[src/rtl/imem_fetch_responder_if.sv]
// Fetch request/response bus between the PC logic (master) and the
// instruction memory responder (slave).
interface imem_fetch_responder_if #(
    parameter int ADDR_W = 5,
    parameter int DATA_W = 32
);
    logic              req_valid;
    logic              req_ready;
    logic [ADDR_W-1:0] req_addr;
    logic              rsp_valid;
    logic              rsp_ready;
    logic [DATA_W-1:0] rsp_instr;
    logic              rsp_err;

    modport master (
        output req_valid,
        output req_addr,
        output rsp_ready,
        input  req_ready,
        input  rsp_valid,
        input  rsp_instr,
        input  rsp_err
    );

    modport slave (
        input  req_valid,
        input  req_addr,
        input  rsp_ready,
        output req_ready,
        output rsp_valid,
        output rsp_instr,
        output rsp_err
    );
endinterface

[src/rtl/imem_fetch_responder.sv]
// Instruction memory responder: one outstanding fetch at a time, fixed wait
// states, valid/ready on request and response, plus a word load port.
module imem_fetch_responder #(
    parameter int ADDR_W      = 5,
    parameter int DATA_W      = 32,
    parameter int WAIT_CYCLES = 2
) (
    input  logic                clk,
    input  logic                rst,
    imem_fetch_responder_if.slave bus,
    input  logic                load_en,
    input  logic [ADDR_W-3:0]   load_addr,
    input  logic [DATA_W-1:0]   load_data,
    output logic                busy
);
    localparam int IDX_W = ADDR_W - 2;
    localparam int DEPTH = 2 ** IDX_W;

    typedef enum logic [1:0] {
        ST_IDLE,
        ST_WAIT,
        ST_RESP
    } state_t;

    state_t            state;
    state_t            next_state;
    logic [3:0]        wait_cnt;
    logic [IDX_W-1:0]  lat_idx;
    logic              lat_mis;
    logic [DATA_W-1:0] rsp_instr_q;
    logic              rsp_err_q;
    logic [DATA_W-1:0] mem [DEPTH];

    logic              accept;
    logic              enter_resp;
    logic [IDX_W-1:0]  rd_idx;
    logic              rd_mis;

    always_comb begin
        next_state = state;
        accept     = 1'b0;
        case (state)
            ST_IDLE: begin
                if (bus.req_valid) begin
                    accept     = 1'b1;
                    next_state = (WAIT_CYCLES == 0) ? ST_RESP : ST_WAIT;
                end
            end
            ST_WAIT: begin
                if (wait_cnt == 4'd1) begin
                    next_state = ST_RESP;
                end
            end
            ST_RESP: begin
                if (bus.rsp_ready) begin
                    next_state = ST_IDLE;
                end
            end
            default: next_state = ST_IDLE;
        endcase
    end

    // With zero wait states the read happens on the accepting edge itself,
    // before the index register has been loaded.
    assign enter_resp = (next_state == ST_RESP) && (state != ST_RESP);
    assign rd_idx     = accept ? bus.req_addr[ADDR_W-1:2] : lat_idx;
    assign rd_mis     = accept ? (bus.req_addr[1:0] != 2'b00) : lat_mis;

    always_ff @(posedge clk) begin
        if (rst) begin
            state       <= ST_IDLE;
            wait_cnt    <= 4'd0;
            lat_idx     <= '0;
            lat_mis     <= 1'b0;
            rsp_instr_q <= '0;
            rsp_err_q   <= 1'b0;
        end else begin
            state <= next_state;
            if (accept) begin
                lat_idx  <= bus.req_addr[ADDR_W-1:2];
                lat_mis  <= (bus.req_addr[1:0] != 2'b00);
                wait_cnt <= 4'(WAIT_CYCLES);
            end else if (state == ST_WAIT) begin
                wait_cnt <= wait_cnt - 4'd1;
            end
            if (enter_resp) begin
                rsp_instr_q <= rd_mis ? '0 : mem[rd_idx];
                rsp_err_q   <= rd_mis;
            end
        end
    end

    // A load on the RESP-entry edge lands after the read above, so the
    // response sees the old word while the array takes the new one.
    always_ff @(posedge clk) begin
        if (rst) begin
            for (int i = 0; i < DEPTH; i++) begin
                mem[i] <= '0;
            end
        end else if (load_en) begin
            mem[load_addr] <= load_data;
        end
    end

    assign bus.req_ready = (state == ST_IDLE);
    assign bus.rsp_valid = (state == ST_RESP);
    assign bus.rsp_instr = rsp_instr_q;
    assign bus.rsp_err   = rsp_err_q;
    assign busy          = (state != ST_IDLE);

endmodule

[src/flat_wrapper.sv]
// flat-port wrapper written by rule: the top's interface ports become plain ports
module imem_fetch_responder_flat 
#(
    parameter int ADDR_W      = 5,
    parameter int DATA_W      = 32,
    parameter int WAIT_CYCLES = 2
)
  (clk, rst, load_en, load_addr, load_data, busy, bus_req_valid, bus_req_addr, bus_rsp_ready, bus_req_ready, bus_rsp_valid, bus_rsp_instr, bus_rsp_err);
  imem_fetch_responder_if #(.ADDR_W(ADDR_W), .DATA_W(DATA_W)) bus_i ();
  input  logic clk;
  input  logic rst;
  input  logic load_en;
  input  logic [ADDR_W-3:0] load_addr;
  input  logic [DATA_W-1:0] load_data;
  output logic busy;
  input wire logic [$bits(bus_i.req_valid)-1:0] bus_req_valid;
  input wire logic [$bits(bus_i.req_addr)-1:0] bus_req_addr;
  input wire logic [$bits(bus_i.rsp_ready)-1:0] bus_rsp_ready;
  output wire logic [$bits(bus_i.req_ready)-1:0] bus_req_ready;
  output wire logic [$bits(bus_i.rsp_valid)-1:0] bus_rsp_valid;
  output wire logic [$bits(bus_i.rsp_instr)-1:0] bus_rsp_instr;
  output wire logic [$bits(bus_i.rsp_err)-1:0] bus_rsp_err;
  assign bus_i.req_valid = bus_req_valid;
  assign bus_i.req_addr = bus_req_addr;
  assign bus_i.rsp_ready = bus_rsp_ready;
  assign bus_req_ready = bus_i.req_ready;
  assign bus_rsp_valid = bus_i.rsp_valid;
  assign bus_rsp_instr = bus_i.rsp_instr;
  assign bus_rsp_err = bus_i.rsp_err;
  imem_fetch_responder #(.ADDR_W(ADDR_W), .DATA_W(DATA_W), .WAIT_CYCLES(WAIT_CYCLES)) u_core (.clk(clk), .rst(rst), .bus(bus_i), .load_en(load_en), .load_addr(load_addr), .load_data(load_data), .busy(busy));
endmodule
[config.mk]
export PLATFORM = sky130hd
export DESIGN_NAME = imem_fetch_responder_flat
export DESIGN_NICKNAME = d
export VERILOG_FILES = /design/src/rtl/imem_fetch_responder_if.sv /design/src/rtl/imem_fetch_responder.sv /design/src/flat_wrapper.sv
export SDC_FILE = /design/constraint.sdc
export NUM_CORES = 1
export LEC_CHECK = 0
export CAP_MARGIN = 20
export CORE_MARGIN = 5
export CORE_UTILIZATION = 61
export CTS_CLUSTER_SIZE = 12
export DETAILED_ROUTE_END_ITERATION = 8
export GPL_TIMING_DRIVEN = 0
export HOLD_SLACK_MARGIN = 0.06
export PLACE_DENSITY = 0.86
export SLEW_MARGIN = 10
export SYNTH_ARGS = -nofsm -noshare
export SYNTH_HDL_FRONTEND = slang
export SYNTH_SLANG_ARGS = --single-unit
[constraint.sdc]
create_clock -name clk -period 2.9 [get_ports clk]
set_clock_uncertainty 0.1 [all_clocks]
set_input_delay 0.725 -clock clk [delete_from_list [all_inputs] [get_ports clk]]
set_output_delay 0.725 -clock clk [all_outputs]
set_load 0.05 [all_outputs]
**Yosys cells after proc, flatten, opt, wreduce, memory -nomap -nowiden**

Memories as Yosys holds them, arrays and structs flattened.
Cells that the tools add are included.

- Register bits: 43
- Bits in writable memories: 256
- Input bits: 45
- Logic and storage cells: 40
- Memories: 1

- Add/sub/neg operators: 1
- Eq/ne operators: 5
- Multiplexer cells: 19
- Reduce and logical (&&, ||, !) cells: 7

Memories:

| memory | words | bits a word | rd ports | clocked after Yosys merged registers in | wr ports | RTL line | text |
|---|---|---|---|---|---|---|---|
| u_core.mem | 8 | 32 | 1 | 0 | 8 | imem_fetch_responder.sv:32 | `logic [DATA_W-1:0] mem [DEPTH];` |

Operators by type and width:

| kind | count |
|---|---|
| 32-bit two-way mux | 2 |
| 32-bit OR reduction | 1 |
| 2-bit two-way mux | 5 |
| 1-bit two-way mux | 9 |
| 3-bit two-way mux | 2 |
| 2-bit one-hot mux with 3 select lines | 1 |
| 2-bit nonzero test | 3 |
| 2-bit == test, second input constant | 2 |
| 4-bit by 1-bit == test with 1-bit output, second input constant | 1 |
| 4-bit by 1-bit subtractor with 4-bit output, second input constant | 1 |
| 2-bit by 1-bit == test with 1-bit output, second input constant | 1 |
| 2-bit logical NOT | 1 |
| 2-bit != test, second input constant | 1 |
| 2-bit OR reduction | 1 |
| 1-bit logical AND | 1 |

**Depth between registers and ports, before layout**

- Depth after elaboration: 5
- Depth in mapped cells: 7
- Depth with buffers taken out: 6

**Least setup slack after synthesis**

Ideal clock, no wire load.

- Path type: input-to-reg
- Start: input load_addr[2]
- End: memory u_core.mem[0][0], enable pin
- Arrival: 2,069 ps
- Data required time: 2,425 ps
- Setup slack: 356 ps
- Stages: 3
- Path buffers: 0
- Cell sequence: or3b_2 > nor3_1 > or2_2

RTL lines:

| element | RTL line | text |
|---|---|---|
| start: declaration | flat_wrapper.sv:13 | `input logic [ADDR_W-3:0] load_addr;` |
| end: declaration | imem_fetch_responder.sv:32 |  |

==> metrics.md <==
| Metric | Value |
|---|---|
| CP Launch Type | primary input |
| Largest net degree at the start of global routing | 33 |
| Top cells by area, synth | edfxtp_1, and2_1, mux2i_1 |
| Ys async rst share | 0% |
| Post-Syn Instances | 1220 |
| Via count | 11200 |
| Buffers added on ports | 78 |
| Switch share | 25.2% |
| Vias in the first global route | 11300 |
| Overflow after GRT | 0 |
| Unrepaired setup endpoints after global routing | yes |
| Post-synth cell types | 44 |
| P_int | 7.88 mW |
| Core footprint | 24900 sq um |
| Synth Flop Type | edfxtp_1 |
| Routed length per instance | 25.9 um |
| Fin crit period | 2.94 ns |
| Top-area cell type share of the netlist area | 50.3% |
| Finished Layout Cells | 1692 |
| Worst path arrival time | 3.23 ns |
| Routability cong. | 0.940 |
| Nets | 1384 |
| Detailed placement HPWL | 27900 um |
| Fillcell total | 1654 |
| Share of cells above drive strength 1 | 9.25% |
| Status | finished, violations left |
| Final setup fails | 70 |
| DRT iter0 DRCs | 1558 |
| Slew Limit Fails | 0 |
| Yosys top cell by area | edfxtp_1 |
| Clock share of power | 40.1% |
| Dpl cells | 1628 |
| Failing checks | setup timing |
| First-pass GRT wire length | 64800 um |
| Post-Syn Area | 15300 sq um |
| Slew @ Worst Pin | 0.892 ns |
| Sw power | 2.66 mW |
| Seq/Total Area, Yosys | 55.9% |
| CP Class | primary input to register |
| DR pass1 iterations | 5 |
| Comb power frac | 12.1% |
| Final WS setup | -0.0443 ns |
| Yosys synthesis warning count | 0 |
| Final worst path period share | 102% |
| Diode count | 0 |
| PD cells | 597 nW/um^2 |
| Critical Path Sink Type | register |
| Max-Cap Viols | 0 |
| Area of the multi-input gates | 6240 sq um |
| Slew headroom | 40.5% |
| Most frequent cells after synthesis | and2_1, edfxtp_1, mux2i_1 |
| CP required | 3.18 ns |
| Clock transition at path regs | 0.06 ns |
| Highest clock rate | 340 MHz |
| Die height | 168 um |
| Max Fanout on Critical Path | 10 |
| # DRC | 0 |
| CTS Root Cell | clkbuf_16 |
| H-tree Lvls | 2 |
| #FFs+latches synth | 299 |
| Final WL | 43900 um |
| Number of synthesized flops with an enable pin | 256 |
| Maximum vdd drop | 508 uV |
| Cts hold-fix bufs | 0 |
| Hold slack final | 0.353 ns |
| Routed vias/inst | 6.63 |
| Leakage power | 6.14 nW |
| CTS sink count | 299 |
| CTS tree | done |
| Hold crit path type | register to register |
| Syn Nets | 1267 |
| Final ANT Viol Nets | 0 |
| Initial core utilization | 61.4% |
| Std cell rows | 58 |
| Longest Clk Path Bufs | 3 |
| Total Routing Usage GR | 30.0% |
| Syn Area/Cell | 12.5 sq um |
| Sequential cell area | 8550 sq um |
| Final Hold Viols | 0 |
| Sequential fraction of design power | 47.8% |
| Area Overhead vs Synth | 15.5% |
| Clock Latency Late Sink | 0.52 ns |
| Die Area | 28300 sq um |
| DIE WIDTH | 168 um |
| Place WS | -1.01 ns |
| Number of CTS-inserted buffers | 34 |
| I/O pin cnt | 81 |
| Initial antenna violation count | 1 |
final cells by class:
| class | instances | area share [%] |
|---|---|---|
| buffer | 113 | 3.15 |
| clock buffer | 52 | 5.73 |
| clock inverter | 9 | 0.404 |
| inverter | 3 | 0.0638 |
| multi-input combinational | 807 | 35.3 |
| sequential | 299 | 48.4 |
| tap | 330 | 2.34 |
| timing repair buffer | 79 | 4.54 |
state kept, by name (all words and copies together), names as in the netlist:
register              cells
u_core.bus.rsp_err        1
u_core.bus.rsp_instr     32
u_core.lat_idx            3
u_core.lat_mis            1
u_core.mem              256
u_core.state              2
u_core.wait_cnt           4
critical path, stage by stage:
cell	delay, ns
clkdlybuf4s50_1	0.58
or3b_2	0.58
nor2_1	0.60
clkbuf_1	0.52
and2_1	0.23
worst paths after layout:
| check | startpoint | to | slack (ns) | cells after the start |
|---|---|---|---|---|
| max | rst | u_core.mem[3][19]$_SDFFCE_PN0P_ | -0.04 | 5 |
| min reg2reg | u_core.bus.rsp_instr[8]$_SDFFE_PP0P_ | u_core.bus.rsp_instr[8]$_SDFFE_PP0P_ | 0.35 | 2 |
| max reg2reg | u_core.wait_cnt[1]$_SDFFE_PP0P_ | u_core.bus.rsp_instr[1]$_SDFFE_PP0P_ | 0.31 | 7 |
| min | u_core.bus.rsp_instr[8]$_SDFFE_PP0P_ | u_core.bus.rsp_instr[8]$_SDFFE_PP0P_ | 0.35 | 2 |
kinds of logic after synthesis:
| logic type | count (synthesis) | share of synthesized area (%) |
|---|---|---|
| simple gates | 470 | 19.5 |
| flops | 299 | 55.9 |
| compound gates | 171 | 9.86 |
| fa+ha+maj | 2 | 0.164 |
| mux | 162 | 10.8 |
| buf+inv | 116 | 3.66 |
power groups by stage:
stage	Sequential, mW	Combinational, mW	Clock, mW
floorplan	5.11	0.762	0
global placement	5.10	1.18	0
detailed placement	5.12	1.22	0
CTS	5.03	1.23	4.21
global route	5.05	1.34	4.40
finish	5.04	1.28	4.23
what timing repair did:
action	CTS	global route
cloned	0	2
endpoints found under the setup margin	241	158
resized for setup	11	13
setup buffers	0	1
endpoints found under the hold margin	0	0
stage by stage:
stage	total power [mW]	area [sq um]	util, %	TNS [ns]
2_1_floorplan	5.87	15300	-	0
3_3_place_gp	6.27	16500	66.2	-212.31
3_5_place_dp	6.34	16500	66.2	-229.89
4_1_cts	10.5	17600	70.7	0
5_1_grt	10.8	17700	70.9	-1.07
6_report	10.5	17700	70.9	-1.40
layer usage:
| metal | part of all wire [%] | routed length [um] | vias up | global-route usage, % |
|---|---|---|---|---|
| met3 | 12 | 5070 | 151 | 8.97 |
| met5 | 0.025 | 11 | - | 0 |
| met2 | 48 | 21000 | 720 | 48.6 |
| met1 | 37 | 16200 | 5471 | 38.0 |
| li1 | - | - | 4872 | - |
| met4 | 3.8 | 1660 | 2 | 11.9 |
layout by cell type, fill, tap and decap left out, types with 2 or more instances in the layout:
| cell type | instances |
|---|---|
| mux2i_1 | 157 |
| ha_1 | 2 |
| nor4bb_1 | 62 |
| o2111ai_1 | 30 |
| a21oi_1 | 8 |
| a221oi_1 | 83 |
| clkinv_2 | 3 |
| or2_4 | 8 |
| buf_6 | 11 |
| nor3b_1 | 2 |
| clkbuf_4 | 2 |
| a211oi_1 | 2 |
| edfxtp_1 | 256 |
| buf_4 | 2 |
| inv_1 | 3 |
| nand3_1 | 2 |
| o31ai_1 | 30 |
| clkbuf_2 | 4 |
| clkbuf_1 | 83 |
| clkbuf_8 | 3 |
| mux2i_4 | 2 |
| clkinv_1 | 3 |
| nand2_1 | 40 |
| buf_2 | 23 |
| a221oi_2 | 11 |
| clkdlybuf4s50_1 | 76 |
| nor2_1 | 43 |
| and2_1 | 256 |
| clkbuf_16 | 37 |
| dfxtp_1 | 43 |
| or2_2 | 4 |
| clkinvlp_4 | 2 |
| nor2b_1 | 40 |
| nand2b_1 | 4 |
Power figures use the tool's default switching activity.
